==> config.mk <==
export PLATFORM = sky130hd
export DESIGN_NAME = fwd_hazard_unit
export DESIGN_NICKNAME = d
export VERILOG_FILES = /design/src/rtl/fwd_hazard_unit.sv
export SDC_FILE = /design/constraint.sdc
export NUM_CORES = 1
export LEC_CHECK = 0
export BUFFER_PORTS_ARGS = -buffer_cell sky130_fd_sc_hd__buf_2
export CAP_MARGIN = 20
export CORE_ASPECT_RATIO = 0.5
export CORE_MARGIN = 8
export CORE_UTILIZATION = 37
export CTS_CLUSTER_SIZE = 24
export DETAILED_ROUTE_END_ITERATION = 12
export GPL_TIMING_DRIVEN = 1
export PLACE_DENSITY = 0.77
export SLEW_MARGIN = 10
export SYNTH_ARGS = -nofsm -noshare
export SYNTH_HDL_FRONTEND = slang
export SYNTH_SLANG_ARGS = --single-unit
==> constraint.sdc <==
create_clock -name clk -period 2.2 [get_ports clk]
set_input_delay 0.22 -clock clk [delete_from_list [all_inputs] [get_ports clk]]
set_output_delay 0.22 -clock clk [all_outputs]
set_load 0.01 [all_outputs]
==> src/rtl/fwd_hazard_unit.sv <==
// EX-stage operand forwarding, retired-write history and load-use stall control.
// Define FWD_HIST_EN to build the retired-write history buffer (sel=3 source).
module fwd_hazard_unit #(
  parameter int unsigned DATA_W     = 32,
  parameter int unsigned REG_AW     = 5,
  parameter int unsigned HIST_DEPTH = 2,
  parameter int unsigned LOAD_LAT   = 1
) (
  input  logic              clk,
  input  logic              rst,
  input  logic [REG_AW-1:0] id_rs,
  input  logic [REG_AW-1:0] id_rt,
  input  logic [REG_AW-1:0] ex_rs,
  input  logic [REG_AW-1:0] ex_rt,
  input  logic [DATA_W-1:0] ex_rs_data,
  input  logic [DATA_W-1:0] ex_rt_data,
  input  logic [REG_AW-1:0] ex_rd,
  input  logic              ex_rw,
  input  logic              ex_is_load,
  input  logic [REG_AW-1:0] mem_rd,
  input  logic              mem_rw,
  input  logic [DATA_W-1:0] mem_result,
  input  logic [REG_AW-1:0] wb_rd,
  input  logic              wb_rw,
  input  logic              wb_to_reg,
  input  logic [DATA_W-1:0] wb_read_data,
  input  logic [DATA_W-1:0] wb_result,
  output logic [DATA_W-1:0] fwd_rs_data,
  output logic [DATA_W-1:0] fwd_rt_data,
  output logic [1:0]        fwd_rs_sel,
  output logic [1:0]        fwd_rt_sel,
  output logic              stall,
  output logic              bubble,
  output logic [15:0]       stall_cycles
);

  typedef enum logic {IDLE, STALL} hazState_e;

  if (LOAD_LAT < 1 || LOAD_LAT > 3 || HIST_DEPTH < 1 || HIST_DEPTH > 4) begin : gBadParam
    $error("fwd_hazard_unit: LOAD_LAT must be 1..3 and HIST_DEPTH 1..4");
  end

  logic [DATA_W-1:0] wbData;
  assign wbData = wb_to_reg ? wb_read_data : wb_result;

`ifdef FWD_HIST_EN
  logic              histValid [HIST_DEPTH];
  logic [REG_AW-1:0] histRd    [HIST_DEPTH];
  logic [DATA_W-1:0] histData  [HIST_DEPTH];

  // Newest retired write enters at entry 0; the oldest falls off the end.
  always_ff @(posedge clk) begin
    if (rst) begin
      for (int i = 0; i < int'(HIST_DEPTH); i++) histValid[i] <= 1'b0;
    end else if (wb_rw && wb_rd != '0) begin
      histValid[0] <= 1'b1;
      histRd[0]    <= wb_rd;
      histData[0]  <= wbData;
      for (int i = 1; i < int'(HIST_DEPTH); i++) begin
        histValid[i] <= histValid[i-1];
        histRd[i]    <= histRd[i-1];
        histData[i]  <= histData[i-1];
      end
    end
  end
`endif

  // Returns {sel, data}: MEM beats WB beats history beats regfile.
  function automatic logic [DATA_W+1:0] fwdPick(input logic [REG_AW-1:0] src,
                                                input logic [DATA_W-1:0] rfData);
    logic [DATA_W+1:0] r;
    r = {2'd0, rfData};
    if (src != '0) begin
      if (mem_rw && mem_rd == src) begin
        r = {2'd1, mem_result};
      end else if (wb_rw && wb_rd == src) begin
        r = {2'd2, wbData};
      end
`ifdef FWD_HIST_EN
      else if (!rst) begin
        // Scan oldest to newest so the lowest matching index wins.
        for (int i = int'(HIST_DEPTH) - 1; i >= 0; i--) begin
          if (histValid[i] && histRd[i] == src) r = {2'd3, histData[i]};
        end
      end
`endif
    end
    return r;
  endfunction

  assign {fwd_rs_sel, fwd_rs_data} = fwdPick(ex_rs, ex_rs_data);
  assign {fwd_rt_sel, fwd_rt_data} = fwdPick(ex_rt, ex_rt_data);

  hazState_e  state;
  logic [1:0] cnt;
  logic       det;

  assign det    = ex_is_load && ex_rw && (ex_rd != '0) &&
                  ((ex_rd == id_rs) || (ex_rd == id_rt));
  assign stall  = !rst && ((state == STALL) || det);
  assign bubble = stall;

  // First stall cycle comes from det in IDLE; STALL covers the remaining LOAD_LAT-1.
  always_ff @(posedge clk) begin
    if (rst) begin
      state        <= IDLE;
      cnt          <= 2'd0;
      stall_cycles <= 16'd0;
    end else begin
      if (stall && stall_cycles != 16'hFFFF) stall_cycles <= stall_cycles + 16'd1;
      case (state)
        IDLE: begin
          if (det && LOAD_LAT > 1) begin
            state <= STALL;
            cnt   <= 2'(LOAD_LAT - 1);
          end
        end
        STALL: begin
          cnt <= cnt - 2'd1;
          if (cnt == 2'd1) state <= IDLE;
        end
        default: state <= IDLE;
      endcase
    end
  end

endmodule

; ---- Word-level counts from Yosys, hierarchy flattened
; Cells that the tools add are included.
[word_totals]
regBits = 19
output_inout_bits = 86
[op_classes]
add_sub_neg = 2
eq_ne = 8
mux = 8
bitwise_logic = 1
reduce_logical = 16
[ops]
columns = cell, count
row1 = two-way mux 34 bit, 6
row2 = two-way mux 32 bit, 1
row3 = equality test 5 bit, 6
row4 = "adder 16 x 1 -> 16 bit, second input constant", 1
row5 = "inequality test 16 bit, second input constant", 1
row6 = nonzero test 5 bit, 3
row7 = logical AND 1 bit, 9
row8 = "equality test 2 x 1 -> 1 bit, second input constant", 1
row9 = logical OR 1 bit, 2
row10 = OR reduction 2 bit, 1
row11 = "subtractor 2 x 1 -> 2 bit, second input constant", 1
row12 = logical NOT 1 bit, 1
row13 = two-way mux 1 bit, 1
row14 = inverter 1 bit, 1

; ---- Logic depth before layout (Yosys ltp)
; Gate-level depths: netlist (run 1).
[depth]
ltp_word = 6
depth_mapped = 7
depth_no_buf = 6

; ---- Worst setup path after synthesis (run 1)
; Ideal clock, no wire load.
[synth_timing]
kind = input-to-output
from = input port ex_rt[1]
to = output port fwd_rt_data[12]
t_arrival_ps = 1535
t_required_ps = 1980
path_slack_ps = 445
stages = 4
n_path_buf = 1
path_cell_list = or4_1 o22ai_1 clkbuf_1 o2bb2ai_1
[synth_via]
elab_chain_len = 5
word_cells_on_any_way = 8
cone_classes = 2 x eq/ne / 3 x mux / 3 x reduce/logical
[synth_lines]
columns = element, line_no
row1 = from (decl), 14  ; input logic [REG_AW-1:0] ex_rt,
row2 = equality test 5 bit, 76  ; end else if (wb_rw && wb_rd == src) begin
row3 = logical AND 1 bit, 76
row4 = two-way mux 34 bit, 76
row5 = two-way mux 34 bit, 74  ; if (mem_rw && mem_rd == src) begin
row6 = two-way mux 34 bit (*), 73  ; if (src != '0) begin
row7 = to (decl), 29  ; output logic [DATA_W-1:0] fwd_rt_data,
; Mark *: on every way between the ends. The rest lies on a longest branch, timed or not.

; ---- Final worst setup path (run 1)
[layout_timing]
from = input port ex_rs[0]
to = output port fwd_rs_data[16]
[layout_via]
elab_chain_len = 5
word_cells_on_any_way = 8
cone_classes = 2 x eq/ne / 3 x mux / 3 x reduce/logical
[layout_lines]
columns = element, line_no
row1 = from (decl), 13  ; input logic [REG_AW-1:0] ex_rs,
row2 = equality test 5 bit, 76
row3 = logical AND 1 bit, 76
row4 = two-way mux 34 bit, 76
row5 = two-way mux 34 bit, 74
row6 = two-way mux 34 bit (*), 73
row7 = to (decl), 28  ; output logic [DATA_W-1:0] fwd_rs_data,
; Marks and branches as above.

==> metrics.yaml, run 1 <==
timing:
  worst_slack_ps: 171
  period_share_pct: 92.2
  finalSetupViolations: 0
  fmax_mhz: 493
  worst_pin_slew_ps: 873
  period_minus_slack_ps: 2030
  finalHoldViolCount: 0
  finClkSkew_ps: 2.13
  tns_ps: 0
  rsz0062_at_grt: "no"
  max_slew_margin_pct: 41.6
  slew_viol_final: 0
floorplanning:
  core_area_mm2: 0.00926
  die_y_um: 84.4
  dieWidth_um: 153
  start_util_pct: 37.4
  dieArea_mm2: 0.0129
  row_count: 25
  io_pins: 288
synthesis:
  async_reset_ff_share_pct: 0
  ys_seq_area_share_pct: 11.0
  synth_nets: 695
  yosys-top-cells-area: "o2bb2ai_1, mux2_2, a31oi_1, dfxtp_1, nor3_1"
  synthFlopType: "dfxtp_1"
  ys_ff_latch: 19
  synth_cell_types: 40
  synthMuxAreaShare_pct: 13.9
  synth_top_area_share_pct: 16.2
  syn_inst: 491
  synth_simple_gate_area_share_pct: 24.9
  synth-xor-area-share_pct: 7.85
  synth_top_area_cell: "o2bb2ai_1"
  synth_edf_count: 0
  synthesis.area_mm2: 0.00346
  postSynthAreaPerCell_um2: 7.04
  synthAdderAreaFrac_pct: 0.724
  synth-compound-area-share_pct: 31.7
  ys_warn_count: 0
  synth_top_family_by_area: "compound AO/OA/AOI/OAI gates"
worst_setup_path:
  critPathKind: "input pin to primary output"
  cp-start-kind: "input pin"
  endpoint_kind: "primary output"
  cp.required_ps: 1980
  critPathArrivalTime_ps: 1810
  startpoint: "ex_rs[0]"
  r2r_slack_ps: 230
  path_max_fanout: 33
  r2r_start: "stall_cycles[0]"
  r2r_cells: 7
  cp-endpoint: "fwd_rs_data[16]"
  worst_r2r_endpoint: "stall_cycles[5]"
detailed_routing:
  firstDrtPassIters: 5
  wl_per_cell_um: 18.3
  drt_iter0_markers: 404
  viasPerCell: 5.75
  drc: 0
  finalWirelength_um: 16100
  drtAntennaViolNets: 0
  num_vias: 5045
grt:
  grt_overflow_total: 0
  grt_use_total_pct: 23.3
  grt_pass1_wl_um: 25800
  antenna_found_initial: 1
  grt_max_degree: 35
  grt_pass1_vias: 5036
pwr:
  ir_drop_mv: 0.328
  total_power_mw: 1.48
  power_density_mw_per_mm2: 287
  p_leak_nw: 2.32
placement:
  gp_congestion: 0.922
  hpwl_um: 13000
  port_buffers: 287
  dpl_worst_slack_ps: 107
cells_and_area:
  drive_gt1_share_pct: 48.1
  area_growth_pct: 48.9
  fillers: 906
  finish.utilization_pct: 55.6
  finalNetCount: 961
clock_tree:
  cts_root_buf: "clkbuf_16"
  clk_latency_ps: 250
  cts_buffers: 3
  cts_setup_buffers: 0
  clock_sinks: 19
  clkSlewWorstSetupHoldPaths_ps: 50
  clk_path_buf_depth: 2
  tritoncts: "done"
  cts_max_level: 1
flow_run:
  drv_cap: 0
worst_hold_path:
  hp-class: "input pin to flip-flop"
run_status:
  status: "finished, final reports clean"
-- cells by family (layout without fill, tap and decap cells) --
group                      count (synthesis)  after routing
and+or+nand+nor                          164            164
AOI/OAI and AO/OA                        147            147
buffers and inverters                     85            350
muxes                                     43             43
xor gates and xnor gates                  31             31
DFF                                       19             19
adders and majority gates                  2              2
other                                      0              1
-- worst min path at each step --
stage               endpoint   start  cells after the start  slack [ps]
floorplan             cnt[1]  cnt[1]                      2         460
finish                cnt[0]     rst                      2         180
detailed placement    cnt[0]     rst                      2         440
global placement      cnt[0]     rst                      2         440
global route          cnt[0]     rst                      2         190
CTS                   cnt[0]     rst                      2         180
-- power by group --
part	internal (mW)	leakage [nW]	switching, mW
registers	0.344	0.153	0.000340
clock network	0.247	0.0382	0.130
logic	0.372	2.13	0.387
total	0.963	2.32	0.517
-- worst max-delay path: stages --
cell and delay [ps]:
buf_2 140, xnor2_1 130, nand4_1 110, buf_4 340, nor2_1 100, o22ai_2 160
buf_4 280, o2bb2ai_1 160, buf_2 160
-- state kept, by name, summed over array words and instances, names as in the netlist --
name,count
state,1
cnt,2
stall_cycles,16
-- area by class of cell --
cell class | instances | area (um^2) | area share [%]
multi-input combinational | 387 | 2770 | 53.7
timing repair buffer | 310 | 1630 | 31.7
sequential | 19 | 380 | 7.39
tap | 121 | 151 | 2.94
inverter | 36 | 135 | 2.62
clock buffer | 4 | 78.8 | 1.53
antenna | 1 | 2.50 | 0.0486
-- what timing repair did --
item	in CTS	in global routing
hold endpoints to repair	0	0
hold buffers	0	0
gates resized for setup	0	1
setup endpoints to repair	0	3
-- layout by cell type, fill, tap and decap left out, types with 3 or more instances in the layout --
cell	synthesis	final
nand2_1	14	14
nand3_1	7	7
xnor2_1	27	27
buf_4	1	21
buf_2	10	287
a31oi_1	64	64
a21oi_1	6	6
nor2b_1	8	8
xor2_1	4	4
inv_1	36	36
and3_1	3	3
clkbuf_16	0	3
nor4_1	5	5
nand4_1	8	8
o2bb2ai_1	64	64
and2_1	3	3
nor2_1	26	24
mux2_2	41	41
nand2b_1	3	3
dfxtp_1	19	19
o31ai_1	4	4
or4_1	6	6
nor3_1	69	69
-- synth_stat cells (3+ instances only) --
master and count:
nor3_1 69, a31oi_1 64, o2bb2ai_1 64, mux2_2 41, clkbuf_1 37, inv_1 36, xnor2_1 27, nor2_1 26
dfxtp_1 19, nand2_1 14, buf_2 10, nand4_1 8, nor2b_1 8, nand3_1 7, a21oi_1 6, or4_1 6
nor4_1 5, o31ai_1 4, xor2_1 4, and2_1 3, and3_1 3, nand2b_1 3, o22ai_1 3, or2_2 3
-- stage by stage --
step	area, um^2	hold WS (ps)	cells
2_1_floorplan	3460	460	491
4_1_cts	5140	178	877
3_5_place_dp	5070	444	873
3_3_place_gp	5070	442	873
6_report	5150	175	878
5_1_grt	5150	189	878
-- per-layer routing --
layer	vias to the layer above	track usage (%)	part of all wire (%)
met5	-	0	0
met4	0	7.40	2.4
met3	35	3.07	7.1
met2	239	44.3	52
met1	2363	26.7	39
li1	2408	-	-
(Power assumes the default switching activity.)
==> inputs of run 2 (changes only) <==
--- a/config.mk
+++ b/config.mk
@@ -9,11 +9,13 @@
 export CAP_MARGIN = 20
 export CORE_ASPECT_RATIO = 0.5
 export CORE_MARGIN = 8
-export CORE_UTILIZATION = 37
+export CORE_UTILIZATION = 35
+export CTS_CLUSTER_DIAMETER = 60
 export CTS_CLUSTER_SIZE = 24
 export DETAILED_ROUTE_END_ITERATION = 12
 export GPL_TIMING_DRIVEN = 1
-export PLACE_DENSITY = 0.77
+export PLACE_DENSITY = 0.74
+export SETUP_SLACK_MARGIN = 0.2
 export SLEW_MARGIN = 10
 export SYNTH_ARGS = -nofsm -noshare
 export SYNTH_HDL_FRONTEND = slang
==> run 2 against run 1 <==
Effect of this change: first-iteration DRC count down 23%; clock power increased by 1%; via count down 0.42%; setup slack better by 63 ps; routed wire length up 3.5%; cell count rose by 1.3%; total power is 1.0% higher; sequential power barely moved; register-to-register slack improved by 70 ps; combinational power increased by 1%; worst hold slack better by 270 ps; flip-flop and latch count is the same; critical endpoint is now fwd_rs_data[18]; largest power group unchanged.
==> metrics.yaml, run 2 (synthesized netlist as in run 1, its figures left out) <==
clock_tree:
  clock_sinks: 19  # unchanged
  tritoncts: "done"
  cts_setup_buffers: 0  # unchanged
  cts_root_buf: "clkbuf_16"
  clk_latency_ps: 250  # about the same
  cts_buffers: 3  # unchanged
  clkSlewWorstSetupHoldPaths_ps: 60  # about the same
  cts_max_level: 1  # unchanged
  clk_path_buf_depth: 2  # unchanged
timing:
  rsz0062_at_grt: "yes"
  worst_slack_ps: 234  # +62.8 ps
  period_share_pct: 89.4  # -2.9 points
  fmax_mhz: 509  # +3.2%
  finalHoldViolCount: 0  # unchanged
  worst_pin_slew_ps: 846  # -26.9 ps
  slew_viol_final: 0  # unchanged
  tns_ps: 0  # unchanged
  finalSetupViolations: 0  # unchanged
  period_minus_slack_ps: 1970  # -62.8 ps
  finClkSkew_ps: 4.68  # +2.55 ps
  max_slew_margin_pct: 43.6  # +2.0 points
worst_setup_path:
  critPathKind: "input pin to primary output"
  r2r_start: "stall_cycles[0]"
  r2r_cells: 7  # unchanged
  cp-endpoint: "fwd_rs_data[18]"
  startpoint: "ex_rs[1]"
  cp.required_ps: 1980  # about the same
  endpoint_kind: "primary output"
  path_max_fanout: 32  # -3.0%
  worst_r2r_endpoint: "stall_cycles[2]"
  r2r_slack_ps: 300  # +70 ps
  critPathArrivalTime_ps: 1750  # -60 ps
  cp-start-kind: "input pin"
cells_and_area:
  top_regs: "stall_cycles (16), cnt (2), state (1)"
  fillers: 944  # +4.2%
  finalNetCount: 959  # -0.21%
  area_growth_pct: 51.0
  final_common_cell: "buf_2"
  final_cell_area_mm2: 0.00522  # +1.4%
  drive_gt1_share_pct: 48.9  # +0.79 points
  final_cell_mix: "buf_2, nor3_1, a31oi_1, o2bb2ai_1, mux2_2"
  largest_reg_flops: 16  # unchanged
  n_antenna_cell: 0  # -1
  largest-register: "stall_cycles"
grt:
  grt_max_degree: 35  # unchanged
  antenna_found_initial: 0  # -1
  grt_pass1_vias: 5028  # -0.16%
  grt_pass1_wl_um: 25500  # -0.83%
  grt_use_total_pct: 22.5  # -0.85 points
  grt_overflow_total: 0  # unchanged
pwr:
  total_power_mw: 1.50  # +1.0%
  ir_drop_mv: 0.365  # +11%
  p_leak_nw: 2.32  # +0.35%
  power_density_mw_per_mm2: 286  # -0.38%
detailed_routing:
  num_vias: 5024  # -0.42%
  firstDrtPassIters: 4  # -1
  drc: 0  # unchanged
  drt_iter0_markers: 313  # -23%
  finalWirelength_um: 16700  # +3.5%
  wl_per_cell_um: 18.7  # +2.3%
  drtAntennaViolNets: 0  # unchanged
  viasPerCell: 5.65  # -1.6%
placement:
  gp_congestion: 0.902  # -2.2%
  port_buffers: 287  # unchanged
  postPlaceCellArea_mm2: 0.00507  # about the same
  dpl_worst_slack_ps: 111  # +3.64 ps
  hpwl_um: 13100  # +0.95%
floorplanning:
  start_util_pct: 36.4  # -0.98 points
  dieWidth_um: 157  # +2.5%
  core_area_mm2: 0.00951  # +2.7%
  row_count: 25  # unchanged
  die_y_um: 86.3  # +2.3%
  dieArea_mm2: 0.0135  # +4.9%
  io_pins: 288  # unchanged
worst_hold_path:
  holdCritStartpoint: "rst"
  hp-class: "input pin to flip-flop"
run_status:
  status: "finished, final reports clean"
flow_run:
  drv_cap: 0  # unchanged
==> run 2: what timing repair did <==
action                     4_1_cts  5_1_grt
resized for setup                3       14
pin swaps                        0        2
setup endpoints to repair       29       47
hold buffers                     0        0
==> run 2: worst min path at each step <==
stage / endpoint / slack [ps] / cells after the start
after floorplan: cnt[1] / 460 / 2
after global placement: cnt[1] / 480 / 2
after detailed placement: cnt[1] / 490 / 2
after CTS: stall_cycles[12] / 430 / 3
after global routing: stall_cycles[12] / 470 / 3
final: stall_cycles[12] / 450 / 3
==> run 2: metal layers <==
layer,wire length [um],GRT usage [%],vias to the layer above
li1,-,-,2414
met1,6310,25.4,2336
met2,8590,42.9,237
met3,1340,3.47,37
met4,410,6.58,0
met5,0,0,-
==> run 2: critical path, stage by stage <==
cell       delay, ps
buf_2            130
or4_1            590
o22ai_2          220
buf_12           230
o2bb2ai_1        170
buf_2            180
==> run 2: where the power goes <==
group	switching, mW	total, mW	internal [mW]
Sequential	0.000357	0.345	0.344
Combinational	0.394	0.769	0.375
Clock	0.135	0.381	0.247
Total	0.529	1.50	0.967
==> run 2: cell type report <==
cell class,count,area [um^2],share of cell area [%]
clock buffer,4,78.8,1.51
timing repair buffer,308,1650,31.5
multi-input combinational,387,2810,53.8
inverter,36,135,2.59
tap,135,169,3.23
sequential,19,382,7.31
==> run 2: through the flow <==
| stage | hold WS (ps) | util, % | std cells |
|---|---|---|---|
| floorplan | 460 | - | 491 |
| finish | 446 | 54.9 | 889 |
| global placement | 477 | 53.3 | 885 |
| global route | 470 | 54.9 | 889 |
| CTS | 434 | 54.3 | 889 |
| detailed placement | 494 | 53.3 | 885 |
